File: src/rtl/vote_session_ctrl.sv
// Ballot-sequencing controller: one vote per officer arm, saturating per-candidate
// tallies with running total, post-vote lockout and a registered tally readout mode.
module vote_session_ctrl #(
  parameter  int NUM_CAND    = 4,
  parameter  int CNT_W       = 8,
  parameter  int LOCK_CYCLES = 20,
  localparam int SEL_W       = $clog2(NUM_CAND),
  localparam int TOT_W       = CNT_W + SEL_W
) (
  input  logic                clock,
  input  logic                reset,
  input  logic                arm,
  input  logic                mode,
  input  logic [NUM_CAND-1:0] validVote,
  input  logic [SEL_W-1:0]    result_sel,
  output logic                ready,
  output logic                cast_done,
  output logic                ballot_err,
  output logic [NUM_CAND-1:0] cast_onehot,
  output logic [CNT_W-1:0]    vote_count,
  output logic [TOT_W-1:0]    total_votes
);

  localparam int LCK_W = (LOCK_CYCLES > 1) ? $clog2(LOCK_CYCLES) : 1;

  typedef enum logic [2:0] {
    IDLE    = 3'd0,
    ARMED   = 3'd1,
    RECORD  = 3'd2,
    LOCKOUT = 3'd3,
    RESULT  = 3'd4
  } state_t;

  state_t              r_state;
  logic [CNT_W-1:0]    r_tally [NUM_CAND];
  logic [TOT_W-1:0]    r_total;
  logic [CNT_W-1:0]    r_vote_count;
  logic [NUM_CAND-1:0] r_onehot;
  logic                r_err;
  logic [LCK_W-1:0]    r_lock;
  logic [SEL_W-1:0]    r_cand;

  logic [NUM_CAND-1:0] w_low;
  logic                w_any;
  logic                w_one;
  logic                w_multi;
  logic [SEL_W-1:0]    w_idx;

  // Clearing the lowest set bit leaves zero exactly when one button is pressed.
  always_comb begin
    w_low   = validVote & (validVote - NUM_CAND'(1));
    w_any   = |validVote;
    w_one   = w_any && (w_low == '0);
    w_multi = w_any && (w_low != '0);
    w_idx   = '0;
    for (int i = 0; i < NUM_CAND; i++) begin
      if (validVote[i]) w_idx = SEL_W'(i);
    end
  end

  always_ff @(posedge clock) begin
    if (reset) begin
      r_state      <= IDLE;
      r_total      <= '0;
      r_vote_count <= '0;
      r_onehot     <= '0;
      r_err        <= 1'b0;
      r_lock       <= '0;
      r_cand       <= '0;
      for (int i = 0; i < NUM_CAND; i++) r_tally[i] <= '0;
    end else begin
      r_err <= 1'b0;
      case (r_state)
        IDLE: begin
          if (mode)     r_state <= RESULT;
          else if (arm) r_state <= ARMED;
        end
        ARMED: begin
          if (w_one) begin
            r_cand  <= w_idx;
            r_state <= RECORD;
          end else if (w_multi) begin
            r_err <= 1'b1;
          end
        end
        RECORD: begin
          if (r_tally[r_cand] != {CNT_W{1'b1}}) begin
            r_tally[r_cand] <= r_tally[r_cand] + CNT_W'(1);
            r_total         <= r_total + TOT_W'(1);
          end
          r_onehot <= NUM_CAND'(1) << r_cand;
          r_lock   <= LCK_W'(LOCK_CYCLES - 1);
          r_state  <= LOCKOUT;
        end
        LOCKOUT: begin
          if (r_lock == '0) r_state <= IDLE;
          else              r_lock  <= r_lock - LCK_W'(1);
        end
        RESULT: begin
          // Out-of-range selects only exist when NUM_CAND is not a power of two.
          r_vote_count <= (32'(result_sel) < NUM_CAND) ? r_tally[result_sel] : '0;
          if (!mode) r_state <= IDLE;
        end
        default: r_state <= IDLE;
      endcase
    end
  end

  assign ready       = (r_state == ARMED);
  assign cast_done   = (r_state == RECORD);
  assign ballot_err  = r_err;
  assign cast_onehot = r_onehot;
  assign vote_count  = r_vote_count;
  assign total_votes = r_total;

endmodule

File: config.mk
export PLATFORM = sky130hd
export DESIGN_NAME = vote_session_ctrl
export DESIGN_NICKNAME = d
export VERILOG_FILES = /design/src/rtl/vote_session_ctrl.sv
export SDC_FILE = /design/constraint.sdc
export NUM_CORES = 1
export LEC_CHECK = 0
export CORE_MARGIN = 10
export CORE_UTILIZATION = 51
export DETAILED_ROUTE_END_ITERATION = 6
export GPL_ROUTABILITY_DRIVEN = 0
export HOLD_SLACK_MARGIN = 0.1
export PLACE_DENSITY_LB_ADDON = 0.25
export SYNTH_ARGS = -nofsm -noshare
export SYNTH_HDL_FRONTEND = slang
export SYNTH_SLANG_ARGS = --single-unit
File: constraint.sdc
create_clock -name clock -period 2.4 [get_ports clock]
set_input_delay 0.36 -clock clock [delete_from_list [all_inputs] [get_ports clock]]
set_output_delay 0.36 -clock clock [all_outputs]
set_load 0.05 [all_outputs]
Word level (Yosys, flattened, before mapping)
Memories as Yosys holds them, arrays and structs flattened. A register that Yosys moved wholly into a read port is not among the register bits.
Index checks and enable logic that the tools add are counted.
Widths: inputs -> output; s select.
{"block": "totals", "ramBits": 32, "ff_bits": 25, "elab_cells": 61, "out_inout_bits": 25, "mem_count": 1, "mem_bits_ro": 0, "in_bits": 10, "latch_bits": 0}
{"block": "op_classes", "n_eq_ne": 10, "n_mux": 23, "n_mul": 0, "n_addsub": 4, "order_cmp": 0, "bitwise": 2, "n_div": 0, "reduce_logical": 14, "n_shift": 1}
{"name": "r_tally", "depth": 4, "word_bits": 8, "rd": 2, "rd_clocked_by_memory_dff": 2, "write_ports": 4, "line_no": "35", "text": "logic [CNT_W-1:0] r_tally [NUM_CAND];"}
{"op": "$mux 3", "count": 5}
{"op": "$pmux 3 s5", "count": 1}
{"op": "$add 10x1->10 const B", "count": 1}
{"op": "$mux 2", "count": 5}
{"op": "$pmux 5 s2", "count": 1}
{"op": "$mux 1", "count": 9}
{"op": "$add 8x1->8 const B", "count": 1}
{"op": "$mux 8", "count": 1}
{"op": "$ne 8x8->1 const B", "count": 1}
{"op": "$reduce_or 8->1", "count": 1}
{"op": "$eq 3x2->1 const B", "count": 2}
{"op": "$ne 2x2->1 const B", "count": 3}
{"op": "$reduce_and 2->1", "count": 3}
{"op": "$logic_not 5->1", "count": 1}
{"op": "$mux 5", "count": 1}
{"op": "$sub 5x1->5 const B", "count": 1}
{"op": "$and 4x4->4", "count": 1}
{"op": "$logic_not 4->1", "count": 1}
{"op": "$reduce_and 4->1", "count": 1}
{"op": "$reduce_bool 4->1", "count": 1}
{"op": "$reduce_or 4->1", "count": 1}
{"op": "$shl 1x2->4 const A", "count": 1}
{"op": "$sub 4x1->4 const B", "count": 1}
{"op": "$eq 3x1->1 const B", "count": 1}
{"op": "other kinds (8)", "count": 9}

Depth between registers and ports, before layout
Gate-level depths: netlist of the first run.
{"block": "logic_depth", "ltp_word": 7, "ltp_mapped": 9}

Worst setup path before layout of the first run
OpenSTA, ideal clock, no wires.
{"block": "synth_timing", "kind": "register to register", "startpoint": "reg with a tool-made name", "endpoint": "mem r_tally[0][0], enable pin", "path_buffers": 1, "slack_ns": 0.036, "required_ns": 2.025, "stages_incl_launch_ff": 7, "t_arrival_ns": 1.989, "cell_sequence": "dfxtp_1 buf_6 mux4_2 ha_1 nand4_4 o21ai_4 o21bai_1"}
{"item": "end, declared", "line_no": "35"}

==> results of run 1 <==
[state kept, by name, summed over array words and instances (netlist names), named ones only]
signal / cells
ballot_err: 1
cast_onehot: 4
total_votes: 10
r_lock: 5
vote_count: 8
r_cand: 2
r_tally: 32
r_state: 3
[where the power goes]
| part | internal (mW) | switching (mW) | total [mW] |
|---|---|---|---|
| registers | 1.23 | 0.0236 | 1.25 |
| logic | 0.110 | 0.161 | 0.271 |
| clock network | 0.576 | 0.415 | 0.992 |
| total | 1.92 | 0.600 | 2.52 |
[cell usage after synthesis, types with 2 or more instances]
cell type / instances / area share [%]
a211oi_1: 3 / 0.69
a21oi_1: 21 / 3.2
a221oi_1: 2 / 0.53
a22oi_1: 2 / 0.46
and2_1: 2 / 0.38
and3_1: 2 / 0.38
buf_1: 3 / 0.34
buf_2: 4 / 0.61
buf_6: 4 / 1.4
clkbuf_1: 8 / 0.91
dfxtp_1: 35 / 21
edfxtp_1: 32 / 29
ha_1: 4 / 1.5
inv_1: 7 / 0.80
mux4_2: 16 / 11
nand2_1: 26 / 3.0
nand2b_1: 7 / 1.3
nand3_1: 11 / 1.7
nor2_1: 31 / 3.5
nor3_1: 24 / 3.7
nor3_2: 4 / 1.2
nor4b_1: 2 / 0.53
o211ai_1: 2 / 0.46
o21ai_0: 11 / 1.7
o21bai_1: 4 / 0.91
o31ai_1: 3 / 0.69
or3_1: 5 / 0.95
or4_1: 3 / 0.69
xnor2_1: 4 / 1.1
xor2_1: 6 / 1.6
[how the worst max path moves through the flow]
stage	end	slack [ns]	cells past startpoint	start
after global placement	total_votes[7]$_SDFFE_PP0P_	0.17	6	flip-flop
after global routing	r_tally[1][7]$_SDFFCE_PN0P_	0.004	7	flip-flop
after CTS	r_tally[1][7]$_SDFFCE_PN0P_	0.07	7	flip-flop
after floorplan	r_tally[0][0]$_SDFFCE_PN0P_	0.04	6	flip-flop
after detailed placement	r_tally[1][7]$_SDFFCE_PN0P_	0.09	7	flip-flop
final	r_tally[1][7]$_SDFFCE_PN0P_	0.15	7	flip-flop
[cells by family after synthesis]
kind of cell | count (synthesis) | synth area share, %
XOR/XNOR | 10 | 2.67
adder cells (fa/ha/maj) | 5 | 1.83
buffers and inverters | 27 | 4.15
AND/OR/NAND/NOR | 127 | 20.0
multiplexers | 17 | 11.3
AO/OA/AOI/OAI | 51 | 9.52
flip-flops | 67 | 50.6
[through the flow]
step	total power, mW	instances	worst slack (ns)	hold WS, ns	instance area [um^2]
2_1_floorplan	1.46	304	0.0363	0.464	3290
3_3_place_gp	1.54	411	0.172	0.442	3740
3_5_place_dp	1.55	411	0.0912	0.446	3740
4_1_cts	2.54	427	0.0726	0.456	3950
5_1_grt	2.61	427	0.00390	0.479	3950
6_report	2.52	427	0.154	0.453	3950
[per-layer routing]
metal  GRT usage [%]  routed length [um]
met5               0                   0
met4            6.20                  74
met3            4.05                 510
met2            21.5                3280
met1            19.0                3100
[worst max-delay path, stage by stage, from the launching register on]
cell and delay (ns):
dfxtp_2 0.36, buf_4 0.18, mux4_2 0.59, nand4_4 0.18, o21ai_4 0.10, or2_1 0.25, buf_12 0.18, nor3_1 0.22
[what timing repair did]
item                                    4_1_cts  5_1_grt
endpoints found under the setup margin        0       23
resized for setup                             0        2
hold buffers                                  0        0
hold endpoints to repair                      0        0
[final cells by class]
class	count	area [um^2]
multi-input combinational	210	1490
sequential	67	1660
timing repair buffer	49	463
inverter	8	30.0
tap	77	96.3
clock inverter	6	80.1
clock buffer	10	128
fill	542	2360
==> results.tsv, run 1 <==
metric	value	unit
status	completed	
drv_cap	0	
via_count	2452	
fin_crit	2.25	ns
grt_overflow	0	
routed_via_density	5.74	
rsz0062_at_grt	no	
hold_viol	0	
final_cell_mix	dfxtp_1, clkdlybuf4s50_1, edfxtp_1	
fin_crit_sh	93.6	%
mostFrequentLayoutCell	dfxtp_1	
min_delay_path_depth	2	
dr.first_iter.drc_count	150	
grt_usage	14.4	%
yosysSeqAreaShare	50.6	%
syn-num-nets	318	
hold_path_class	reg2reg	
port_buffers	34	
drt_wl_total	6970	um
ys_ff_latch	67	
final_core_util	62.6	%
grt_max_degree	33	
min-delay-start	vote_count[5]$_SDFFE_PP0N_	
area_delta_synth_final	20.2	%
cts_num_sinks	67	
arrival	2.41	ns
clockBufferDepth	2	
finalNetCount	359	
die_area	10100	um^2
syn_area_per_cell	10.8	um^2
grt_pass1_wl	11600	um
cp-end-kind	flip-flop	
synthArstFlopShare	0	%
wl_per_cell	16.3	um
die_y	100	um
clock_skew	0.00983	ns
clk_pin_slew	0.07	ns
die_w	100	um
antenna_found_initial	0	
ant_nets	0	
cts_setup_buffers	0	
setup_violations	0	
cellLeakagePower	1.34	nW
reg2reg_to	r_tally[1][7]$_SDFFCE_PN0P_	
ios	35	
vdd_drop_max	0.342	mV
cts_made_buffers	9	
synthesis.instances	304	
ys.flop_type	dfxtp_1	
drc_errors	0	
rows	29	
rrSetupSlack	0.15	ns
slew_violations	0	
synth_edf_count	32	
critPathMaxFanout	32	
tns	0	ns
yosysWarnings	0	
max_slew_margin	64.8	%
place_hpwl	5290	um
drive_gt1_share	16.3	%
cts_tree	yes	
cp.required	2.57	ns
coreArea	6310	um^2
netlist_area	3290	um^2
htreeDepth	3	
netlist-cell-type-count	46	
initial_core_util	52.0	%
root_buffer	clkbuf_8	
tightest_slew	0.520	ns
min_to	vote_count[5]$_SDFFE_PP0N_	
grt_pass1_vias	2348	
diodes	0	
clk_latency	0.34	ns
worstSetupStartpointType	flip-flop	
reg2reg_depth	7	
drt_first_pass_iters	4	
crit_type	reg2reg	
timing.fmax	445	MHz
power.density	637	nW/um^2
Note: power is estimated with default switching activity, not from simulation.
==> run 2, diff against run 1 <==
SKIP_LAST_GASP = 1   (was not set)
SLEW_MARGIN = 20   (was not set)
==> results of run 2 <==
No change in the layout: final DEF, timing and power equal those of run 1.
